[config.mk]
export PLATFORM = sky130hd
export DESIGN_NAME = i2c_pad_conditioner
export DESIGN_NICKNAME = d
export VERILOG_FILES = /design/src/rtl/i2c_pad_conditioner.sv
export SDC_FILE = /design/constraint.sdc
export NUM_CORES = 1
export LEC_CHECK = 0
export CORE_ASPECT_RATIO = 0.5
export CORE_MARGIN = 2
export CORE_UTILIZATION = 55
export CTS_BUF_LIST = sky130_fd_sc_hd__clkbuf_8
export CTS_CLUSTER_DIAMETER = 100
export DETAILED_ROUTE_END_ITERATION = 6
export DONT_BUFFER_PORTS = 1
export PLACE_DENSITY = 0.72
export SYNTH_ARGS = -nofsm -noshare
export SYNTH_HDL_FRONTEND = slang
export SYNTH_SLANG_ARGS = --single-unit
[constraint.sdc]
create_clock -name PCLK -period 2.2 [get_ports PCLK]
set_input_delay 0.44 -clock PCLK [delete_from_list [all_inputs] [get_ports PCLK]]
set_output_delay 0.44 -clock PCLK [all_outputs]
set_load 0.005 [all_outputs]
[src/rtl/i2c_pad_conditioner.sv]
// I2C pad conditioner: open-drain output combine, input synchronization and
// glitch filtering, START/STOP detection, bus-busy tracking and an SCL
// stuck-low timeout with a sticky flag.
module i2c_pad_conditioner #(
    parameter int unsigned FILTER_LEN = 4,
    parameter int unsigned TO_W       = 20
) (
    input  logic            PCLK,
    input  logic            PRESETn,
    input  logic            ctl_scl_o,
    input  logic            ctl_scl_oen_o,
    input  logic            ctl_sda_o,
    input  logic            ctl_sda_oen_o,
    output logic            ctl_scl_i,
    output logic            ctl_sda_i,
    input  logic            scl_pad_i,
    input  logic            sda_pad_i,
    output logic            scl_pad_o,
    output logic            scl_pad_oen_o,
    output logic            sda_pad_o,
    output logic            sda_pad_oen_o,
    input  logic            timeout_en,
    input  logic [TO_W-1:0] timeout_limit,
    input  logic            stuck_clr,
    output logic            start_det,
    output logic            stop_det,
    output logic            bus_busy,
    output logic            scl_stuck
);

    localparam int unsigned CW = $clog2(FILTER_LEN) + 1;
    localparam logic [CW-1:0] CNT_MAX = CW'(FILTER_LEN - 1);

    // Bit 0 carries SCL, bit 1 carries SDA.
    logic [1:0]      pad_raw;
    logic [1:0]      sync1;
    logic [1:0]      sync2;
    logic [1:0]      filt;
    logic [1:0]      filt_prev;
    logic [CW-1:0]   cnt [2];
    logic [TO_W-1:0] tcnt;

    logic scl_f, sda_f, scl_prev, sda_prev;
    logic start_cond, stop_cond;
    logic tcnt_run, stuck_set;

    // Open-drain: pad pulled low only when enabled and driving 0.
    assign scl_pad_o     = 1'b0;
    assign sda_pad_o     = 1'b0;
    assign scl_pad_oen_o = ctl_scl_oen_o | ctl_scl_o;
    assign sda_pad_oen_o = ctl_sda_oen_o | ctl_sda_o;

    assign pad_raw   = {sda_pad_i, scl_pad_i};
    assign scl_f     = filt[0];
    assign sda_f     = filt[1];
    assign scl_prev  = filt_prev[0];
    assign sda_prev  = filt_prev[1];
    assign ctl_scl_i = scl_f;
    assign ctl_sda_i = sda_f;

    // SDA edges only count as START/STOP when SCL stayed high across the edge.
    assign start_cond = scl_prev & scl_f & sda_prev & ~sda_f;
    assign stop_cond  = scl_prev & scl_f & ~sda_prev & sda_f;

    assign tcnt_run  = timeout_en && (timeout_limit != '0) && !scl_f;
    assign stuck_set = tcnt_run && (tcnt == timeout_limit - TO_W'(1));

    // Two-flop synchronizer for the asynchronous pad inputs.
    always_ff @(posedge PCLK or negedge PRESETn) begin
        if (!PRESETn) begin
            sync1 <= 2'b11;
            sync2 <= 2'b11;
        end else begin
            sync1 <= pad_raw;
            sync2 <= sync1;
        end
    end

    // Stability filter: follow the synchronized level only after FILTER_LEN
    // consecutive differing cycles; any agreement restarts the count.
    always_ff @(posedge PCLK or negedge PRESETn) begin
        if (!PRESETn) begin
            filt <= 2'b11;
            for (int i = 0; i < 2; i++) begin
                cnt[i] <= '0;
            end
        end else begin
            for (int i = 0; i < 2; i++) begin
                if (sync2[i] == filt[i]) begin
                    cnt[i] <= '0;
                end else if (cnt[i] == CNT_MAX) begin
                    filt[i] <= sync2[i];
                    cnt[i]  <= '0;
                end else begin
                    cnt[i] <= cnt[i] + CW'(1);
                end
            end
        end
    end

    // Bus events and busy tracking; a stuck set overrides a coincident START.
    always_ff @(posedge PCLK or negedge PRESETn) begin
        if (!PRESETn) begin
            filt_prev <= 2'b11;
            start_det <= 1'b0;
            stop_det  <= 1'b0;
            bus_busy  <= 1'b0;
        end else begin
            filt_prev <= filt;
            start_det <= start_cond;
            stop_det  <= stop_cond;
            if (stuck_set || stop_cond) begin
                bus_busy <= 1'b0;
            end else if (start_cond) begin
                bus_busy <= 1'b1;
            end
        end
    end

    // SCL-low timeout; the counter keeps running after a trip so the flag
    // cannot re-trigger until SCL goes high again.
    always_ff @(posedge PCLK or negedge PRESETn) begin
        if (!PRESETn) begin
            tcnt      <= '0;
            scl_stuck <= 1'b0;
        end else begin
            if (!tcnt_run) begin
                tcnt <= '0;
            end else if (tcnt != '1) begin
                tcnt <= tcnt + TO_W'(1);
            end
            if (stuck_set) begin
                scl_stuck <= 1'b1;
            end else if (stuck_clr) begin
                scl_stuck <= 1'b0;
            end
        end
    end

endmodule

==> results of run 1 <==
## layout make-up
| cell class | count | area [um2] | share of cell area |
|---|---|---|---|
| multi-input combinational | 198 | 1360 | 0.510 |
| sequential | 38 | 961 | 0.360 |
| timing repair buffer | 14 | 120 | 0.0449 |
| clock buffer | 5 | 68.8 | 0.0257 |
| clock inverter | 3 | 68.8 | 0.0257 |
| tap | 54 | 67.6 | 0.0253 |
| inverter | 6 | 22.5 | 0.00843 |
## metrics by stage
| stage | cells | TNS [ns] | setup slack [ns] | util | power [mW] |
|---|---|---|---|---|---|
| final | 318 | 0 | 0.208 | 0.664 | 1.92 |
| after global routing | 318 | 0 | 0.0219 | 0.664 | 2.02 |
| after CTS | 318 | 0 | 0.211 | 0.664 | 1.94 |
| after detailed placement | 308 | -0.0812 | -0.0491 | 0.623 | 1.22 |
| after global placement | 308 | 0 | 0.0211 | 0.623 | 1.20 |
| after floorplan | 252 | 0 | 0.0130 | - | 1.13 |
## per-layer routing
metal | GRT usage | routed length (um)
met4 | 0.0469 | 11
met2 | 0.356 | 2290
met5 | 0 | 0
met1 | 0.279 | 2180
met3 | 0.0543 | 296
## kinds of logic (layout without fill, tap and decap cells)
family / Yosys count / in the layout / synth area share
AOI/OAI and AO/OA: 31 / 31 / 0.0927
xor gates and xnor gates: 43 / 43 / 0.159
adders and majority gates: 5 / 5 / 0.0263
buffers and inverters: 16 / 28 / 0.0300
DFF: 38 / 38 / 0.404
muxes: 2 / 2 / 0.00895
other: 1 / 2 / 0.00158
and+or+nand+nor: 115 / 115 / 0.278
## state kept, by name (all words and copies together), names as in the netlist
name       flops
filt           2
sync1          2
sync2          2
filt_prev      2
scl_stuck      1
start_det      1
bus_busy       1
cnt            6
stop_det       1
tcnt          20
## cell usage in the layout (no fill, tap or decap), drive strengths merged, types with 2 or more instances in the layout
| master | n |
|---|---|
| inv | 6 |
| nor4b | 3 |
| nor3 | 12 |
| o21ai | 6 |
| nand4b | 3 |
| a31oi | 3 |
| o311ai | 2 |
| xnor2 | 22 |
| xor2 | 21 |
| nor3b | 4 |
| nand4 | 10 |
| nor4 | 3 |
| nand3 | 13 |
| a21oi | 7 |
| nand2b | 2 |
| dfstp | 8 |
| and3 | 2 |
| nor2 | 28 |
| nand2 | 13 |
| clkbuf | 5 |
| buf | 13 |
| bufinv | 2 |
| dfrtp | 30 |
| or2 | 2 |
| or3 | 5 |
| ha | 5 |
| nand3b | 2 |
| and2 | 2 |
| and4 | 3 |
| nor2b | 6 |
| conb | 2 |
## worst max-delay path, delay by kind of cell (launching register included)
kind             cells  cell delay, ns
XOR/XNOR             1            0.15
AO/OA/AOI/OAI        1            0.43
flip-flops           1            0.44
AND/OR/NAND/NOR      5            0.86
## report_power, final
| group | internal [mW] | switching, mW |
|---|---|---|
| sequential | 0.820 | 0.0824 |
| clock | 0.454 | 0.248 |
| combinational | 0.148 | 0.168 |
## how the worst min path moves through the flow
| stage | start | to | slack [ns] | cells past startpoint |
|---|---|---|---|---|
| finish | sda_pad_i | sync1[1]$_DFF_PN1_ | 0.15 | 0 |
| global route | sda_pad_i | sync1[1]$_DFF_PN1_ | 0.13 | 0 |
| CTS | sda_pad_i | sync1[1]$_DFF_PN1_ | 0.14 | 0 |
| detailed placement | PRESETn | tcnt[5]$_DFFE_PN0P_ | 0.15 | 0 |
| global placement | PRESETn | tcnt[3]$_DFFE_PN0P_ | 0.15 | 0 |
| floorplan | PRESETn | bus_busy$_DFFE_PN0P_ | 0.14 | 0 |
==> summary.txt, run 1 <==
Status: completed
1st-pass router iterations: 4
H-tree Lvls: 2
TritonCTS Buffers: 5
Layout cell share with drive strength beyond 1: 0.163
Most instantiated library cell after synthesis: dfrtp_1
Diodes inserted: 0
CTS Sinks: 38
RSZ-0062 raised after global routing: no
Postcts setup bufs: 0
DIE AREA: 4890 um2
Final Setup Violations: 0
Post-CTS Resized: 0
Avg Cell Area, Syn: 9.47 um2
Hold Buf Count CTS: 2
Crit Path Max Fanout: 5
Total Routing Usage GR: 0.211
PortBufs: 0
Die extent in x: 97.0 um
Initial Util: 0.590
Final layout net count: 298
CP endpoint kind: register
Vias in the first global route: 1801
Setup CP Type: register to register
Cell taking the most area after synthesis: dfrtp_1
Top cell type's share of synthesized area: 0.316
IO Count: 40
Worst skew pair latency: 0.29 ns
Final HPWL DP: 3680 um
Slowest-stage cell, CP: dfrtp_1
Post-synth EDFFs: 0
Bufs on Longest Clock Path: 2
Peak VDD IR: 456 uV
Drt drc: 0
FILL cells: 325
Critical path cell sequence: and4_1, and3_1, and2_1, a211oi_2, nand4_1, xor2_1, nor2_1
Worst Hold Slack: 0.146 ns
Chip height: 50.5 um
Ranking of synthesized cells by area: dfrtp_1 (32%), dfstp_2 (8.8%), xnor2_1 (8.1%)
First-pass GRT wire length: 8150 um
Clock transition at the registers of the reported paths: 0.08 ns
Final min period: 1.99 ns
Design area: 2670 um2
Num rows: 16
CTS tree: done
Max Clk Rate: 502 MHz
Worst r2r src: tcnt[12]$_DFFE_PN0P_
Vias: 1848
Synth cell types: 53
Wirelength per Cell: 15.0 um
Post-DP Area: 2500 um2
Slowest Stage Delay on Critical Path: 0.44 ns
Commonest cells in the netlist: dfrtp_1 (30), nor2_1 (27), xnor2_1 (22), xor2_1 (21)
Final RePlAce weighted congestion: 0.868
Leak: 1.06 nW
DRT Wirelength: 4780 um
Worst Setup EP: tcnt[13]$_DFFE_PN0P_
Total grt overflow: 0
Synthesized cell area: 2380 um2
Max-cap violation count: 0
CP Launch Type: register
Crit. Startpoint: tcnt[12]$_DFFE_PN0P_
Initial antenna violation count: 0
Area Growth Syn to Fin: 12.5%
Fin. max-slew vios: 0
Reg2reg path depth: 7
Starting DRT DRC Count: 89
Largest net degree at the start of global routing: 39
Terminus of the critical flop-to-flop path: tcnt[13]$_DFFE_PN0P_
CP required: 2.36 ns
Ys Warns: 0
Vias per cell: 5.81
Cell Pwr Density: 718 nW/um2
Leading register cell type out of synthesis: dfrtp_1
Final period util: 0.906
Antenna-violating nets left: 0
Placeable Area: 4020 um2
Worst hold-check path type: primary input to register
Final Skew: 0.00990 ns
FF+latch count, synth: 38
Fin. Hold Viols: 0
Reg2reg setup slack: 0.21 ns
Async SR Flop Fraction: 1.00
Root Driver: clkbuf_8
Crit path DAT: 2.16 ns
Post-Syn Instances: 251
Seq/Total Area, Yosys: 0.404
Note: power is estimated with default switching activity, not from simulation.
==> run 2, diff against run 1 <==
--- a/config.mk
+++ b/config.mk
@@ -6,13 +6,14 @@
 export NUM_CORES = 1
 export LEC_CHECK = 0
 export CORE_ASPECT_RATIO = 0.5
-export CORE_MARGIN = 2
+export CORE_MARGIN = 8
 export CORE_UTILIZATION = 55
 export CTS_BUF_LIST = sky130_fd_sc_hd__clkbuf_8
 export CTS_CLUSTER_DIAMETER = 100
 export DETAILED_ROUTE_END_ITERATION = 6
 export DONT_BUFFER_PORTS = 1
 export PLACE_DENSITY = 0.72
+export SETUP_SLACK_MARGIN = 0.3
 export SYNTH_ARGS = -nofsm -noshare
 export SYNTH_HDL_FRONTEND = slang
 export SYNTH_SLANG_ARGS = --single-unit
==> run 2 against run 1 <==
  * Design area is 5.5% higher
  * Non-clock buffer count is 8 higher
  * Register-to-register slack better by 0.11 ns
  * Worst hold slack better by 0.0035 ns
  * Maximum frequency is 5.9% higher
  * Wire length is 23% higher
  * Critical path type unchanged
  * Critical endpoint is now bus_busy$_DFFE_PN0P_
  * Largest power group unchanged
==> summary.txt, run 2 (synthesized netlist as in run 1, its figures left out) <==
Worst r2r src: tcnt[17]$_DFFE_PN0P_
Cell Pwr Density: 620 nW/um2 (-14%)
First-pass GRT wire length: 9090 um (+12%)
Final Skew: 0.0107 ns (+0.000757 ns)
Final period util: 0.855 (-0.0501)
Starting DRT DRC Count: 184 (+110%)
Diodes inserted: 0 (unchanged)
Max reg flops: 20 (unchanged)
Reg with most FFs: tcnt
TNS Setup: 0 ns (unchanged)
Fin. max-slew vios: 0 (unchanged)
Total Routing Usage GR: 0.169 (-0.0424)
Area Growth Syn to Fin: 18.6%
Slowest-stage cell, CP: dfrtp_2
Vias per cell: 5.93 (+2.0%)
Worst Hold Slack: 0.150 ns (+0.00352 ns)
Worst Setup EP: bus_busy$_DFFE_PN0P_
Switching Share: 0.288 (+0.0283)
Most frequent cells in the layout: nor2_1 (27), dfrtp_1 (23), xnor2_1 (21), xor2_1 (21), buf_4 (19)
Vias: 1951 (+5.6%)
Crit path DAT: 2.04 ns (-0.12 ns)
Layout cell share with drive strength beyond 1: 0.268 (+0.106)
Worst hold-check path type: primary input to register
CTS Sinks: 38 (unchanged)
CP Launch Type: register
Wirelength per Cell: 17.9 um (+19%)
Initial antenna violation count: 0 (unchanged)
Reg2reg path depth: 7 (unchanged)
Worst skew pair latency: 0.29 ns (about the same)
Crit. Startpoint: tcnt[17]$_DFFE_PN0P_
Placeable Area: 4280 um2 (+6.2%)
WP depth: 7 (unchanged)
PortBufs: 0 (unchanged)
Setup CP Type: register to register
Bufs on Longest Clock Path: 2 (unchanged)
Finished Layout Cells: 329 (+3.5%)
Crit path max-delay family: simple AND/OR/NAND/NOR gates
Placed cells: 310 (+0.65%)
Reg2reg setup slack: 0.32 ns (+0.11 ns)
Max Clk Rate: 531 MHz (+5.9%)
Leak: 1.09 nW (+2.7%)
Vias in the first global route: 1794 (-0.39%)
Final Setup Violations: 0 (unchanged)
Final RePlAce weighted congestion: 0.849 (-2.2%)
Max-cap violation count: 0 (unchanged)
Overall Power: 1.75 mW (-8.9%)
Crit Path Max Fanout: 3 (-2)
Largest net degree at the start of global routing: 39 (unchanged)
Total grt overflow: 0 (unchanged)
Terminus of the critical flop-to-flop path: bus_busy$_DFFE_PN0P_
1st-pass router iterations: 4 (unchanged)
CTS tree: done
IO Count: 40 (unchanged)
Internal: 1.25 mW (-12%)
Fin. Hold Viols: 0 (unchanged)
Final layout net count: 306 (+2.7%)
Net Sw Power: 0.503 mW (+1.0%)
Root Driver: clkbuf_8
Critical path cell sequence: xnor2_2, nor4b_2, a21oi_1, o41ai_1, nand3_1, nor4b_2, a21oi_1
Comb power frac: 0.211 (+0.046)
Antenna-violating nets left: 0 (unchanged)
Drt drc: 0 (unchanged)
TritonCTS Buffers: 5 (unchanged)
Num rows: 17 (+1)
RSZ-0062 raised after global routing: yes
Top Registers: tcnt x20, cnt x6
Seq pwr share: 0.514 (+0.044)
CP required: 2.36 ns (about the same)
Final HPWL DP: 4340 um (+18%)
Chip height: 62.5 um (+24%)
DRT Wirelength: 5880 um (+23%)
Most common cell after layout, fill and taps aside: nor2_1
Status: completed
Die extent in x: 109 um (+12%)
Initial Util: 0.556 (-0.0347)
Clock transition at the registers of the reported paths: 0.07 ns (about the same)
Crit path buffers/inverters: 0 (unchanged)
Post-layout util: 0.659 (-0.00483)
CP endpoint kind: register
Clock power frac: 0.275 (-0.091)
DIE AREA: 6810 um2 (+39%)
Slowest Stage Delay on Critical Path: 0.45 ns (about the same)
Peak VDD IR: 330 uV (-28%)
H-tree Lvls: 2 (unchanged)
Final min period: 1.88 ns (-0.110 ns)
## run 2: power groups by stage
stage               Clock [mW]  Combinational, mW  Sequential (mW)
floorplan                    0              0.239            0.894
global placement             0              0.303            0.915
detailed placement           0              0.316            0.916
CTS                      0.493              0.340            0.906
global route             0.514              0.409            0.915
finish                   0.480              0.369            0.900
## run 2: final cells by class
cell class / instances / area [um2]
Clock buffer: 6 / 82.6
Inverter: 6 / 40.0
Clock inverter: 2 / 7.51
Tap cell: 57 / 71.3
Fill cell: 337 / 1460
Sequential cell: 38 / 970
Multi-Input combinational cell: 198 / 1460
Timing Repair Buffer: 22 / 193
## run 2: worst min-delay path by stage
stage | from | endpoint | slack (ns) | cells after the start
global placement | PRESETn | tcnt[12]$_DFFE_PN0P_ | 0.15 | 0
CTS | scl_pad_i | sync1[0]$_DFF_PN1_ | 0.14 | 0
floorplan | PRESETn | bus_busy$_DFFE_PN0P_ | 0.14 | 0
detailed placement | PRESETn | tcnt[12]$_DFFE_PN0P_ | 0.15 | 0
global route | scl_pad_i | sync1[0]$_DFF_PN1_ | 0.13 | 0
finish | scl_pad_i | sync1[0]$_DFF_PN1_ | 0.15 | 0
## run 2: per-stage QoR
stage / setup WS [ns] / instance area [um2]
after floorplan: 0.101 / 2420
after global placement: 0.0658 / 2530
after detailed placement: 0.0362 / 2530
after CTS: 0.308 / 2680
after global routing: 0.235 / 2820
final: 0.318 / 2820
## run 2: per-layer routing
metal | track usage | wire, um | share of wire
met5 | 0 | 0 | 0
met4 | 0.0525 | 71 | 0.012
met3 | 0.0566 | 703 | 0.12
met2 | 0.201 | 2310 | 0.39
met1 | 0.266 | 2800 | 0.48
## run 2: what timing repair did
item,4_1_cts,5_1_grt
pin swaps,2,7
setup endpoints to repair,10,15
hold buffers,2,0
hold endpoints to repair,38,0
buffers inserted,0,9
cloned,0,0
resized for setup,7,20
## run 2: worst reg2reg max path: cells and delay by family (launching register included)
kind	cells	cell delay [ns]
and+or+nand+nor	3	0.68
AOI/OAI and AO/OA	3	0.45
DFF	1	0.45
xor gates and xnor gates	1	0.17
